===== src/rtl/apb_irq_ctrl_pkg.sv =====
// Shared register offsets and field positions for the APB interrupt controller.
// Imported by the controller top and its testbench.
package apb_irq_ctrl_pkg;

   localparam logic [1:0] IRQ_MASK    = 2'd0;
   localparam logic [1:0] IRQ_PENDING = 2'd1;
   localparam logic [1:0] IRQ_SET     = 2'd2;
   localparam logic [1:0] IRQ_ID      = 2'd3;

   localparam int IRQ_ID_VALID_BIT = 31;

endpackage


===== src/rtl/irq_prio_enc.sv =====
// Lowest-index-first priority encoder; index 0 has the highest priority.
// id_o is 0 when no request is present.
module irq_prio_enc #(
   parameter int N   = 4,
   parameter int IDW = (N > 1) ? $clog2(N) : 1
) (
   input  logic [N-1:0]   req_i,
   output logic           valid_o,
   output logic [IDW-1:0] id_o
);

   always_comb begin
      valid_o = |req_i;
      id_o    = '0;
      // Scan downward so the lowest set index is the last to be assigned.
      for (int i = N - 1; i >= 0; i--) begin
         if (req_i[i]) id_o = IDW'(i);
      end
   end

endmodule


===== src/rtl/apb_irq_ctrl.sv =====
// APB interrupt controller: rising-edge capture into sticky pending bits,
// per-line mask, priority-encoded request/ID and acknowledge-driven clear.
module apb_irq_ctrl
   import apb_irq_ctrl_pkg::*;
#(
   parameter int APB_ADDR_WIDTH = 12,
   parameter int IRQ_CNT        = 4
) (
   input  logic                       HCLK,
   input  logic                       HRESETn,
   input  logic [APB_ADDR_WIDTH-1:0]  PADDR,
   input  logic [31:0]                PWDATA,
   input  logic                       PWRITE,
   input  logic                       PSEL,
   input  logic                       PENABLE,
   output logic [31:0]                PRDATA,
   output logic                       PREADY,
   output logic                       PSLVERR,
   input  logic [IRQ_CNT-1:0]         irq_i,
   output logic                       irq_o,
   output logic [$clog2(IRQ_CNT)-1:0] irq_id_o,
   input  logic                       irq_ack_i
);

   localparam int IDW = $clog2(IRQ_CNT);

   logic [IRQ_CNT-1:0] mask_reg,    mask_next;
   logic [IRQ_CNT-1:0] pending_reg, pending_next;
   logic [IRQ_CNT-1:0] irq_q_reg;

   logic               access;
   logic               addr_err;
   logic               wr_en;
   logic [1:0]         offset;
   logic [IRQ_CNT-1:0] wdata;
   logic [IRQ_CNT-1:0] active;
   logic [IRQ_CNT-1:0] edge_vec;
   logic [IRQ_CNT-1:0] set_vec;
   logic [IRQ_CNT-1:0] clr_vec;
   logic [31:0]        id_word;
   logic               unused_bits;

   assign access      = PSEL & PENABLE;
   assign addr_err    = |PADDR[APB_ADDR_WIDTH-1:4];
   assign wr_en       = access & PWRITE & ~addr_err;
   assign offset      = PADDR[3:2];
   assign wdata       = PWDATA[IRQ_CNT-1:0];
   assign unused_bits = ^{PADDR[1:0], PWDATA};

   assign PREADY  = 1'b1;
   assign PSLVERR = access & addr_err;

   assign active   = pending_reg & mask_reg;
   assign edge_vec = irq_i & ~irq_q_reg;

   irq_prio_enc #(
      .N   (IRQ_CNT),
      .IDW (IDW)
   ) u_prio_enc (
      .req_i   (active),
      .valid_o (irq_o),
      .id_o    (irq_id_o)
   );

   // Sets take precedence over clears so a coincident edge is never lost.
   always_comb begin
      set_vec = edge_vec;
      clr_vec = '0;
      if (wr_en && offset == IRQ_SET)     set_vec = set_vec | wdata;
      if (wr_en && offset == IRQ_PENDING) clr_vec = wdata;
      if (irq_ack_i && irq_o)             clr_vec = clr_vec | (IRQ_CNT'(1) << irq_id_o);
      pending_next = set_vec | (pending_reg & ~clr_vec);
      mask_next    = (wr_en && offset == IRQ_MASK) ? wdata : mask_reg;
   end

   always_ff @(posedge HCLK or negedge HRESETn) begin
      if (!HRESETn) begin
         mask_reg    <= '0;
         pending_reg <= '0;
         irq_q_reg   <= '0;
      end else begin
         mask_reg    <= mask_next;
         pending_reg <= pending_next;
         irq_q_reg   <= irq_i;
      end
   end

   always_comb begin
      id_word                   = '0;
      id_word[IRQ_ID_VALID_BIT] = irq_o;
      id_word[IDW-1:0]          = irq_id_o;
   end

   always_comb begin
      PRDATA = '0;
      if (access && !addr_err) begin
         case (offset)
            IRQ_MASK:    PRDATA[IRQ_CNT-1:0] = mask_reg;
            IRQ_PENDING: PRDATA[IRQ_CNT-1:0] = pending_reg;
            IRQ_ID:      PRDATA = id_word;
            default:     PRDATA = '0;
         endcase
      end
   end

endmodule


===== config.mk =====
export PLATFORM = sky130hd
export DESIGN_NAME = apb_irq_ctrl
export DESIGN_NICKNAME = d
export VERILOG_FILES = /design/src/rtl/apb_irq_ctrl_pkg.sv /design/src/rtl/irq_prio_enc.sv /design/src/rtl/apb_irq_ctrl.sv
export SDC_FILE = /design/constraint.sdc
export NUM_CORES = 1
export LEC_CHECK = 0
export ABC_AREA = 1
export CORE_ASPECT_RATIO = 1.1
export CORE_MARGIN = 4
export CORE_UTILIZATION = 40
export DETAILED_ROUTE_END_ITERATION = 6
export DONT_BUFFER_PORTS = 1
export GPL_ROUTABILITY_DRIVEN = 0
export PLACE_DENSITY = 0.54
export RECOVER_POWER = 50
export SLEW_MARGIN = 40
export SYNTH_ARGS = -nofsm -noshare
export SYNTH_HDL_FRONTEND = slang
export SYNTH_SLANG_ARGS = --single-unit
export TNS_END_PERCENT = 30

===== constraint.sdc =====
create_clock -name HCLK -period 1.5 [get_ports HCLK]
set_clock_uncertainty 0.2 [all_clocks]
set_input_delay 0.075 -clock HCLK [delete_from_list [all_inputs] [get_ports HCLK]]
set_output_delay 0.075 -clock HCLK [all_outputs]
set_load 0.01 [all_outputs]

==> impl_results.md <==
* Count leader, synth: nand2_1
* RSZ-0062 raised after global routing: true
* Clock Tree Buf Depth at 2
* CTS buffer count at 3
* Final setup viols at 2
* Final ANT Viol Nets at 0
* Cells after Synth at 142
* WL per Instance at approximately 11 um
* Critical Path Fanout Max at 4
* 1st-pass router iterations at 4
* Xor and xnor area share after synthesis at 0%
* R2R Setup Slk at 60 ps
* Starting Density at between 40% and 50%
* Final period utilization at 102%
* Yosys warns at 0
* Leakage at 0.618 nW
* Synth Area in Compound Gates at 7.35%
* Top-level I/O count at 91
* Chip height at 60.6 um
* Area grow syn2layout at 18.9%
* Worst vdd ir at approximately 0.43 mV
* Post-synth top cells: nand2_1 (41), buf_4 (28), inv_1 (17)
* Critical Path RT at 1220 ps
* DP Area at 941 sq um
* Drt total wl at 2100 um
* Core footprint at about 2300 sq um
* Worst skew pair latency at 270 ps
* Synth Register Bits at 12
* Die footprint at 3380 sq um
* Detailed router's first-iteration violation count at 25
* Proportion of layout cells with a drive suffix above 1 at 17.7%
* Clock slew seen by the registers of the worst setup and hold paths at 70 ps
* Number of synthesized flops with an enable pin at 0
* Power per cell area at 604 nW/um^2
* Slew HR at 64.7%
* Synth Cell Area at 1000 sq um
* Mean area per synthesized cell at 7.08 sq um
* I/O Buffers at 0
* DR DRC count at 0
* Post-synth top area share at 29.9%
* F_max at about 0.66 GHz
* Post-synth top area cell: dfrtp_1
* Via count at 866
* Vias in the first global route at slightly above 800
* Simple logic cell fraction of the synthesized area at 33.6%
* Max Slew Vio Count at 0
* Largest net degree at the start of global routing at 13
* Mux contribution to synthesized area at 0%
* Dpl hpwl at 1630 um
* Synth Area in Adders at 0%
* Fraction of registers with async set/reset at 100%
* Die X at 55.8 um
* Antenna violations before repair at 0
* Diode count at 0
* Final worst slack at -25.2 ps
* Worst Max-Slew Pin Slew at ~530 ps
* Final Util at about 52%
* Synth area leaders: dfrtp_1 (30%), buf_4 (21%), nand2_1 (15%)
* GRT Overall Usage at 12.7%
* Clock period minus worst slack at 1530 ps
* Clock tree from TritonCTS: built
* Total global routing overflow at 0
* Max Cap Violations at 0
* Largest family of logic cells by synthesized area: simple AND/OR/NAND/NOR gates
* Finished Cell Area at 1190 sq um
* CTS Sinks at 12
* Vias per cell at about 4.5
* Startpoint types: flip-flop
* WS Path Type: reg -> out
* Root buffer cell: clkbuf_4
* Nets at 219
* Worst Hold Class: in -> async
* Final Hold Viols at 0
* Synth Flop Type: dfrtp_1
* H-tree levels at 1
* CP Capture Type: primary output
* Total power draw at 0.000722 W
* Sequential cell area fraction in the yosys report at roughly 30%
* Core Rows at 18
* Failing checks: setup timing
* Status: complete, but fails checks
* First-pass GRT wire length at 3440 um
* Number of distinct library cells after synthesis at 20
* Arr. time, crit path at between 1000 and 1500 ps
cells by family (layout without fill, tap and decap cells):
| family | Yosys count | count (layout) |
|---|---|---|
| AO/OA/AOI/OAI | 12 | 12 |
| buffers and inverters | 46 | 42 |
| flip-flops | 12 | 12 |
| other | 2 | 28 |
| AND/OR/NAND/NOR | 70 | 70 |
layout make-up:
type | count | area, sq um
Timing Repair Buffer | 21 | 199
Tap cell | 30 | 37.5
Multi-Input combinational cell | 110 | 558
Fill cell | 246 | 1120
Clock buffer | 4 | 36.3
Sequential cell | 12 | 300
Inverter | 17 | 63.8
per-layer routing:
metal | GRT usage (%) | vias up | wire length, um
met5 | 0 | - | 0
met4 | 4.17 | 0 | 8
met3 | 3.40 | 4 | 210
met2 | 23.6 | 43 | 1050
met1 | 14.4 | 385 | 837
li1 | - | 434 | -
worst paths after layout:
path	startpoint	to	depth (start not counted)
worst max-delay path	pending_reg[3]$_DFF_PN0_	PRDATA[1]	6
worst min-delay path	HRESETn	irq_q_reg[2]$_DFF_PN0_	1
worst max register to register	pending_reg[2]$_DFF_PN0_	pending_reg[3]$_DFF_PN0_	8
worst min register to register	irq_q_reg[0]$_DFF_PN0_	pending_reg[0]$_DFF_PN0_	3
max in group asynchronous	HRESETn	mask_reg[3]$_DFFE_PN0P_	1
min in group HCLK	PADDR[3]	mask_reg[1]$_DFFE_PN0P_	5
stage by stage:
step	setup TNS, ps	hold slack (ps)	std cells	setup WS [ps]
after global routing	-407	46.8	194	-137
final	-44.5	16.4	194	-25.2
after CTS	-99.3	33.5	194	-61.5
after global placement	0	-420	172	120
after detailed placement	0	-420	172	97.5
after floorplan	0	-421	168	108
layout by cell type (no fill, tap or decap):
cell type	Yosys	final
nand3_2	0	2
nor2_1	8	7
conb_1	2	28
nand4_1	8	8
clkbuf_8	0	1
a21oi_1	3	2
nor2_4	2	2
nor3_2	1	1
nand2_1	41	36
a21boi_2	0	1
a21oi_2	0	1
nand3_1	6	4
a31oi_1	1	1
clkbuf_4	0	3
buf_6	1	1
a21boi_0	1	1
nand2_4	1	1
inv_2	0	1
inv_1	17	16
a31oi_4	0	1
nand2_2	0	5
dlygate4sd3_1	0	15
o21ai_0	5	5
dfrtp_1	12	12
nor2_2	2	3
buf_4	28	5
nand3_4	1	1
where the power goes:
group | internal (W) | switching [W] | total (W)
logic | 0.0000450 | 0.0000902 | 0.000135
clock network | 0.000147 | 0.000104 | 0.000251
registers | 0.000332 | 0.00000400 | 0.000336
total | 0.000524 | 0.000198 | 0.000722
worst max-delay path, cell delays in order, from the launching register on:
cell     delay (ps)
dfrtp_1         410
nand2_1          80
nand2_2          80
nand3_2          80
inv_2           100
nand2_2          70
a31oi_4         150
repair_timing:
item,4_1_cts,5_1_grt
gates cloned,0,0
pin swaps,5,3
buffers inserted,3,0
gates resized for setup,12,1
endpoints found under the setup margin,3,6
hold endpoints to repair,24,0
hold buffers,15,0
Note: power is estimated with default switching activity, not from simulation.
